$ cat config.mk
export PLATFORM = sky130hd
export DESIGN_NAME = mem_arbiter
export DESIGN_NICKNAME = d
export VERILOG_FILES = /design/src/rtl/mem_arbiter.sv
export SDC_FILE = /design/constraint.sdc
export NUM_CORES = 1
export LEC_CHECK = 0
export CORE_AREA = 2 2 138 140
export CTS_CLUSTER_DIAMETER = 100
export DETAILED_ROUTE_END_ITERATION = 8
export DIE_AREA = 0 0 140 142
export MAX_ROUTING_LAYER = met4
export PLACE_DENSITY = 0.61
export SLEW_MARGIN = 15
export SYNTH_ARGS = -nofsm -noshare
export SYNTH_HDL_FRONTEND = slang
export SYNTH_SLANG_ARGS = --single-unit
$ cat constraint.sdc
create_clock -name clk -period 3.95 [get_ports clk]
set_input_delay 0.79 -clock clk [delete_from_list [all_inputs] [get_ports clk]]
set_output_delay 0.79 -clock clk [all_outputs]
set_load 0.03 [all_outputs]
$ cat src/rtl/mem_arbiter.sv
// ============================================================================
//  Module   : mem_arbiter
//  Brief    : Fetch/data arbiter for a single-ported memory with starvation cap
//  Revision : 1.0 - initial release
// ============================================================================
`default_nettype none

module mem_arbiter #(
    parameter int DATA_W   = 32,
    parameter int ADDR_W   = 32,
    parameter int MAX_WAIT = 4
) (
    input  logic              clk,
    input  logic              rst,
    input  logic              if_req,
    input  logic [ADDR_W-1:0] if_addr,
    output logic              if_gnt,
    output logic [DATA_W-1:0] if_rdata,
    output logic              if_rvalid,
    input  logic              d_req,
    input  logic              d_we,
    input  logic [ADDR_W-1:0] d_addr,
    input  logic [DATA_W-1:0] d_wdata,
    output logic              d_gnt,
    output logic [DATA_W-1:0] d_rdata,
    output logic              d_rvalid,
    output logic              mem_req,
    output logic              mem_we,
    output logic [ADDR_W-1:0] mem_addr,
    output logic [DATA_W-1:0] mem_wdata,
    input  logic              mem_ack,
    input  logic [DATA_W-1:0] mem_rdata
);

    localparam logic [2:0] C_MAX_WAIT = 3'(MAX_WAIT);

    typedef enum logic [1:0] {
        IDLE    = 2'd0,
        BUSY_IF = 2'd1,
        BUSY_D  = 2'd2
    } state_t;

    state_t     r_state;
    logic [2:0] r_starve_cnt;
    logic       w_idle;
    logic       w_fetch_wins;

    // Grants are combinational so a request is accepted in the cycle it is seen.
    assign w_idle       = (r_state == IDLE) && !rst;
    assign w_fetch_wins = if_req && (!d_req || (r_starve_cnt == C_MAX_WAIT));
    assign if_gnt       = w_idle && w_fetch_wins;
    assign d_gnt        = w_idle && d_req && !w_fetch_wins;

    always_ff @(posedge clk) begin
        if (rst) begin
            r_state      <= IDLE;
            r_starve_cnt <= 3'd0;
            mem_req      <= 1'b0;
            mem_we       <= 1'b0;
            mem_addr     <= '0;
            mem_wdata    <= '0;
            if_rvalid    <= 1'b0;
            d_rvalid     <= 1'b0;
            if_rdata     <= '0;
            d_rdata      <= '0;
        end else begin
            if_rvalid <= 1'b0;
            d_rvalid  <= 1'b0;
            case (r_state)
                IDLE: begin
                    if (if_gnt) begin
                        r_state      <= BUSY_IF;
                        r_starve_cnt <= 3'd0;
                        mem_req      <= 1'b1;
                        mem_we       <= 1'b0;
                        mem_addr     <= if_addr;
                        mem_wdata    <= '0;
                    end else if (d_gnt) begin
                        r_state   <= BUSY_D;
                        mem_req   <= 1'b1;
                        mem_we    <= d_we;
                        mem_addr  <= d_addr;
                        mem_wdata <= d_wdata;
                        // Fetch lost a contested round; count towards forcing it through.
                        if (if_req && (r_starve_cnt != C_MAX_WAIT)) begin
                            r_starve_cnt <= r_starve_cnt + 3'd1;
                        end
                    end
                end
                BUSY_IF: begin
                    if (mem_ack) begin
                        if_rdata  <= mem_rdata;
                        if_rvalid <= 1'b1;
                        mem_req   <= 1'b0;
                        r_state   <= IDLE;
                    end
                end
                BUSY_D: begin
                    if (mem_ack) begin
                        d_rdata  <= mem_rdata;
                        d_rvalid <= 1'b1;
                        mem_req  <= 1'b0;
                        mem_we   <= 1'b0;
                        r_state  <= IDLE;
                    end
                end
                default: begin
                    r_state <= IDLE;
                    mem_req <= 1'b0;
                    mem_we  <= 1'b0;
                end
            endcase
        end
    end

endmodule

`default_nettype wire

==> impl_metrics.py, run 1 <==
metrics = {
    "place": {
        "port_buffers": 267,
        "dp.cells": 1125,
        "place_congestion": 0.7535,
        "post-place-ws_ns": 0.5952,
        "hpwlAfterDp_mm": 11.87,
    },
    "yosys": {
        "ys.flop_type": "dfxtp_1",
        "synth_edf_count": 0,
        "synth-seq-cells": 137,
        "synth_area_um2": 5408,
        "syn-mean-instance-area_um2": 8.120,
        "synth.distinct_cells": 38,
        "ys_warn_count": 0,
        "seq_area_frac_synth_pct": 50.72,
        "async_flop_share_pct": 0,
        "syn_nets": 805,
        "syn_inst": 666,
    },
    "cts": {
        "clockBufferDepth": 2,
        "holdBufCountCts": 0,
        "cts_htree_levels": 4,
        "cts_buffers": 17,
        "clk_pin_slew_ns": 0.06,
        "cts_tree": "done",
        "cts-root-buf": "clkbuf_16",
        "cts.sinks": 137,
        "post_cts_buffers": 0,
        "clock_latency_ns": 0.41,
        "cts_resized": 0,
    },
    "critical_path": {
        "path_class": "in2out",
        "cp_max_fo": 10,
        "r2r_start": "r_state[0]",
        "rr_worst_depth": 6,
        "worstPathArrival_ns": 2.54,
        "start_kind": "input pin",
        "endpoint_kind": "primary output",
        "reg2reg_slack_ns": 1.83,
        "rr_endpoint": "mem_addr[19]",
        "cp.required_ns": 3.16,
    },
    "pwr": {
        "ir_drop_mv": 0.2741,
        "power.density_nw_per_um2": 432.9,
        "power_leakage_nw": 3.011,
    },
    "floorplan": {
        "fp.dieH_um": 142,
        "core_um2": 18460,
        "num_rows": 50,
        "start_util_pct": 29.30,
        "ios": 268,
        "chipWidth_um": 140,
        "die-area_um2": 19880,
    },
    "sta": {
        "worst_pin_slew_ns": 0.8159,
        "slew_headroom_pct": 45.61,
        "fin_tns_setup_ns": 0,
        "timing.hold.ws_ns": 0.4517,
        "fin_ws_ns": 0.6182,
        "finalHoldViolCount": 0,
        "rsz0062_at_grt": "false",
        "setup_viol": 0,
        "fmax_mhz": 300.1,
        "min_period_ns": 3.332,
        "finalClockSkew_ns": 0.01072,
        "layout_worst_path_cycle_share_pct": 84.35,
        "slew_viol_final": 0,
    },
    "detailed_routing": {
        "drcViolationCount": 20,
        "via_per_inst": 4.679,
        "vias": 5414,
        "firstDrtPassIters": 7,
        "drt_first_iter_violations": 281,
        "wl_mm": 17.83,
        "drtAntennaViolNets": 0,
        "wl_per_cell_um": 15.41,
    },
    "grt": {
        "grt_pass1_wl_mm": 27.95,
        "grt_start_max_net_pins": 76,
        "grt_pass1_vias": 5349,
        "antenna_found_initial": 0,
        "track_usage_pct": 18.34,
        "grt.overflow.total": 0,
    },
    "finish": {
        "finish.utilization_pct": 47.50,
        "diodes": 0,
        "layout_commonest_cell": "clkdlybuf4s50_1",
        "layout.nets": 1049,
        "syn2layout_area_growth_pct": 62.10,
        "fin_cells": 1157,
        "final_cell_mix": "266 x clkdlybuf4s50_1, 260 x nand2_1, 137 x dfxtp_1",
        "drive_above_1_share_pct": 6.717,
    },
    "hold_path": {
        "whs_path_depth": 2,
        "whs_endpoint": "if_rdata[30]",
        "min_path_type": "reg2reg",
        "hp-start": "if_rdata[30]",
    },
    "outcome": {
        "failed_checks": "DRC",
        "status": "finished, violations left",
    },
    "job": {
        "maxCapViolCount": 0,
    },
}
==> layout make-up <==
| cell class | instances | area, um2 |
|---|---|---|
| fillers | 1828 | 9689 |
| repair buffers | 279 | 2760 |
| flip-flops and latches | 137 | 2743 |
| inverters | 8 | 30.03 |
| clock inverters | 12 | 165.2 |
| clock buffers | 20 | 446.7 |
| well taps | 234 | 292.8 |
| multi-input cells | 467 | 2328 |
==> how the worst max path moves through the flow <==
stage                 from      to  slack [ns]  cells past startpoint
global placement    if_req  if_gnt        0.62                      5
finish               d_req  if_gnt        0.62                      5
detailed placement  if_req  if_gnt        0.60                      5
floorplan            d_req   d_gnt        1.46                      5
CTS                  d_req  if_gnt        0.60                      5
global route         d_req  if_gnt        0.51                      5
==> synthesized netlist by cell type (all sizes together), types with 4 or more instances <==
cell type / number / area share, %
nand2: 261 / 18
dfxtp: 137 / 51
a21oi: 102 / 9.4
buf: 38 / 4.0
a311oi: 31 / 6.4
nor3: 31 / 2.9
clkbuf: 16 / 1.7
inv: 8 / 0.56
ha: 5 / 1.2
nand3: 4 / 0.37
nor2: 4 / 0.28
==> per-stage QoR <==
| step | power (W) | area, um2 |
|---|---|---|
| floorplan | 0.001856 | 5408 |
| global placement | 0.002173 | 8154 |
| detailed placement | 0.002175 | 8154 |
| CTS | 0.003851 | 8766 |
| global route | 0.003968 | 8766 |
| finish | 0.003795 | 8766 |
==> layer usage <==
| metal | vias up | routed length (um) | GRT usage, % |
|---|---|---|---|
| met3 | 13 | 1750 | 7.301 |
| met5 | - | 0 | - |
| met1 | 2463 | 7949 | 22.27 |
| met4 | 0 | 138 | 4.625 |
| met2 | 224 | 7989 | 28.68 |
| li1 | 2714 | - | - |
==> worst max-delay path: stages <==
cell and delay, ns:
clkdlybuf4s50_1 0.58, a21bo_2 0.35, nand2_4 0.05, inv_1 0.05, clkdlybuf4s50_1 0.71
==> flip-flops by register name, indices dropped and copies added, names as in the netlist, 2 cells and up <==
register / flops
mem_addr: 32
if_rdata: 32
r_starve_cnt: 3
r_state: 2
mem_wdata: 32
d_rdata: 32
==> kinds of logic (layout without fill, tap and decap cells) <==
logic type	after synthesis	in the layout	share of synthesized area (%)
AOI/OAI and AO/OA	146	146	17.98
buffers and inverters	62	319	6.247
adders and majority gates	5	5	1.157
DFF	137	137	50.72
and+or+nand+nor	315	315	23.69
muxes	1	1	0.2082
==> power by group <==
group          switching, W  internal [W]  total, W
Combinational      0.000356      0.000299  0.000655
Sequential        0.0000362       0.00145   0.00149
Clock              0.000631       0.00102   0.00165
Total               0.00102       0.00277   0.00380
(Power assumes the default switching activity.)
==> run 2, diff against run 1 <==
Settings changed: PLACE_DENSITY 0.61 to 0.63.
Clock period 3.95 ns to 2.9 ns, I/O delays scaled along.
==> impl_metrics.py, run 2 (synthesized netlist as in run 1, its figures left out) <==
metrics = {
    "detailed_routing": {
        "wl_per_cell_um": 15.44,
        "vias": 5418,
        "drcViolationCount": 21,
        "wl_mm": 17.98,
        "firstDrtPassIters": 9,
        "drt_first_iter_violations": 256,
        "via_per_inst": 4.655,
        "drtAntennaViolNets": 0,
    },
    "cts": {
        "cts_buffers": 17,
        "clock_latency_ns": 0.42,
        "post_cts_buffers": 0,
        "clockBufferDepth": 2,
        "holdBufCountCts": 0,
        "cts_htree_levels": 4,
        "cts_resized": 0,
        "cts-root-buf": "clkbuf_16",
        "cts_tree": "done",
        "clk_pin_slew_ns": 0.06,
        "cts.sinks": 137,
    },
    "outcome": {
        "failed_checks": "DRC",
        "status": "finished, violations left",
    },
    "critical_path": {
        "worstPathArrival_ns": 2.12,
        "rr_endpoint": "mem_addr[19]",
        "r2r_start": "r_state[1]",
        "cp.required_ns": 2.32,
        "rr_worst_depth": 7,
        "start_kind": "input pin",
        "cp_max_fo": 3,
        "path_class": "in2out",
        "endpoint_kind": "primary output",
        "reg2reg_slack_ns": 1.03,
    },
    "sta": {
        "layout_worst_path_cycle_share_pct": 93.17,
        "fmax_mhz": 370.1,
        "finalHoldViolCount": 0,
        "slew_viol_final": 0,
        "timing.hold.ws_ns": 0.4524,
        "setup_viol": 0,
        "fin_tns_setup_ns": 0,
        "min_period_ns": 2.702,
        "worst_pin_slew_ns": 0.7352,
        "rsz0062_at_grt": "false",
        "finalClockSkew_ns": 0.01096,
        "slew_headroom_pct": 50.99,
    },
    "pwr": {
        "power.density_nw_per_um2": 583.9,
        "ir_drop_mv": 0.3869,
        "power_leakage_nw": 3.054,
    },
    "grt": {
        "antenna_found_initial": 1,
        "grt.overflow.total": 0,
        "grt_start_max_net_pins": 70,
        "grt_pass1_vias": 5314,
        "track_usage_pct": 18.37,
        "grt_pass1_wl_mm": 27.81,
    },
    "floorplan": {
        "fp.dieH_um": 142,
        "die-area_um2": 19880,
        "core_um2": 18460,
        "ios": 268,
        "num_rows": 50,
        "start_util_pct": 29.30,
        "chipWidth_um": 140,
    },
    "hold_path": {
        "whs_path_depth": 2,
        "whs_endpoint": "if_rdata[12]",
        "min_path_type": "reg2reg",
        "hp-start": "if_rdata[12]",
    },
    "finish": {
        "seq_area_um2": 2743,
        "syn2layout_area_growth_pct": 63.30,
        "layout_commonest_cell": "clkdlybuf4s50_1",
        "filler_cell_count": 1820,
        "layout.nets": 1055,
        "drive_above_1_share_pct": 7.535,
        "multi_input_area_um2": 2328,
        "final_cell_mix": "265 x clkdlybuf4s50_1, 260 x nand2_1, 137 x dfxtp_1",
    },
    "place": {
        "hpwlAfterDp_mm": 12.25,
        "port_buffers": 267,
        "place_congestion": 0.8004,
    },
    "job": {
        "maxCapViolCount": 0,
    },
}
[run 2: critical path: stages]
cell             delay [ns]
clkdlybuf4s50_1        0.49
and3b_2                0.24
nand2_4                0.06
inv_1                  0.05
clkdlybuf4s50_1        0.70
[run 2: how the worst max path moves through the flow]
stage	from	end	slack [ns]	cells past startpoint
2_1_floorplan	d_req	d_gnt	0.83	5
3_3_place_gp	if_req	if_gnt	0.18	5
3_5_place_dp	if_req	if_gnt	0.20	5
4_1_cts	r_starve_cnt[0]	if_gnt	0.15	6
5_1_grt	r_starve_cnt[0]	if_gnt	0.09	6
6_report	if_req	if_gnt	0.20	5
[run 2: power breakdown]
group          internal (W)  leakage, nW  switching, W
clock               0.00135        0.297      0.000871
combinational      0.000420         1.64      0.000491
sequential          0.00198         1.11     0.0000461
[run 2: through the flow]
stage	power, W	util (%)	instance area (um2)	setup slack (ns)	instances
finish	0.005156	47.85	8831	0.1981	1164
global route	0.005364	47.85	8831	0.08506	1164
CTS	0.005236	47.84	8828	0.1533	1163
detailed placement	0.002981	44.55	8222	0.1956	1131
global placement	0.002981	44.55	8222	0.1790	1131
floorplan	0.002529	-	5408	0.8258	666
[run 2: metal layers]
layer / global-route usage [%] / up-vias / part of all wire [%]
met4: 6.486 / 0 / 1.7
met3: 5.787 / 18 / 8.8
li1: - / 2725 / -
met2: 29.01 / 224 / 45
met1: 22.29 / 2451 / 45
met5: - / - / 0
[run 2: final cells by class]
class	count	area share, %
well taps	234	3.315
repair buffers	285	32.02
diodes	1	0.02834
clock inverters	11	1.544
flip-flops and latches	137	31.06
inverters	8	0.3400
multi-input cells	467	26.37
clock buffers	21	5.327
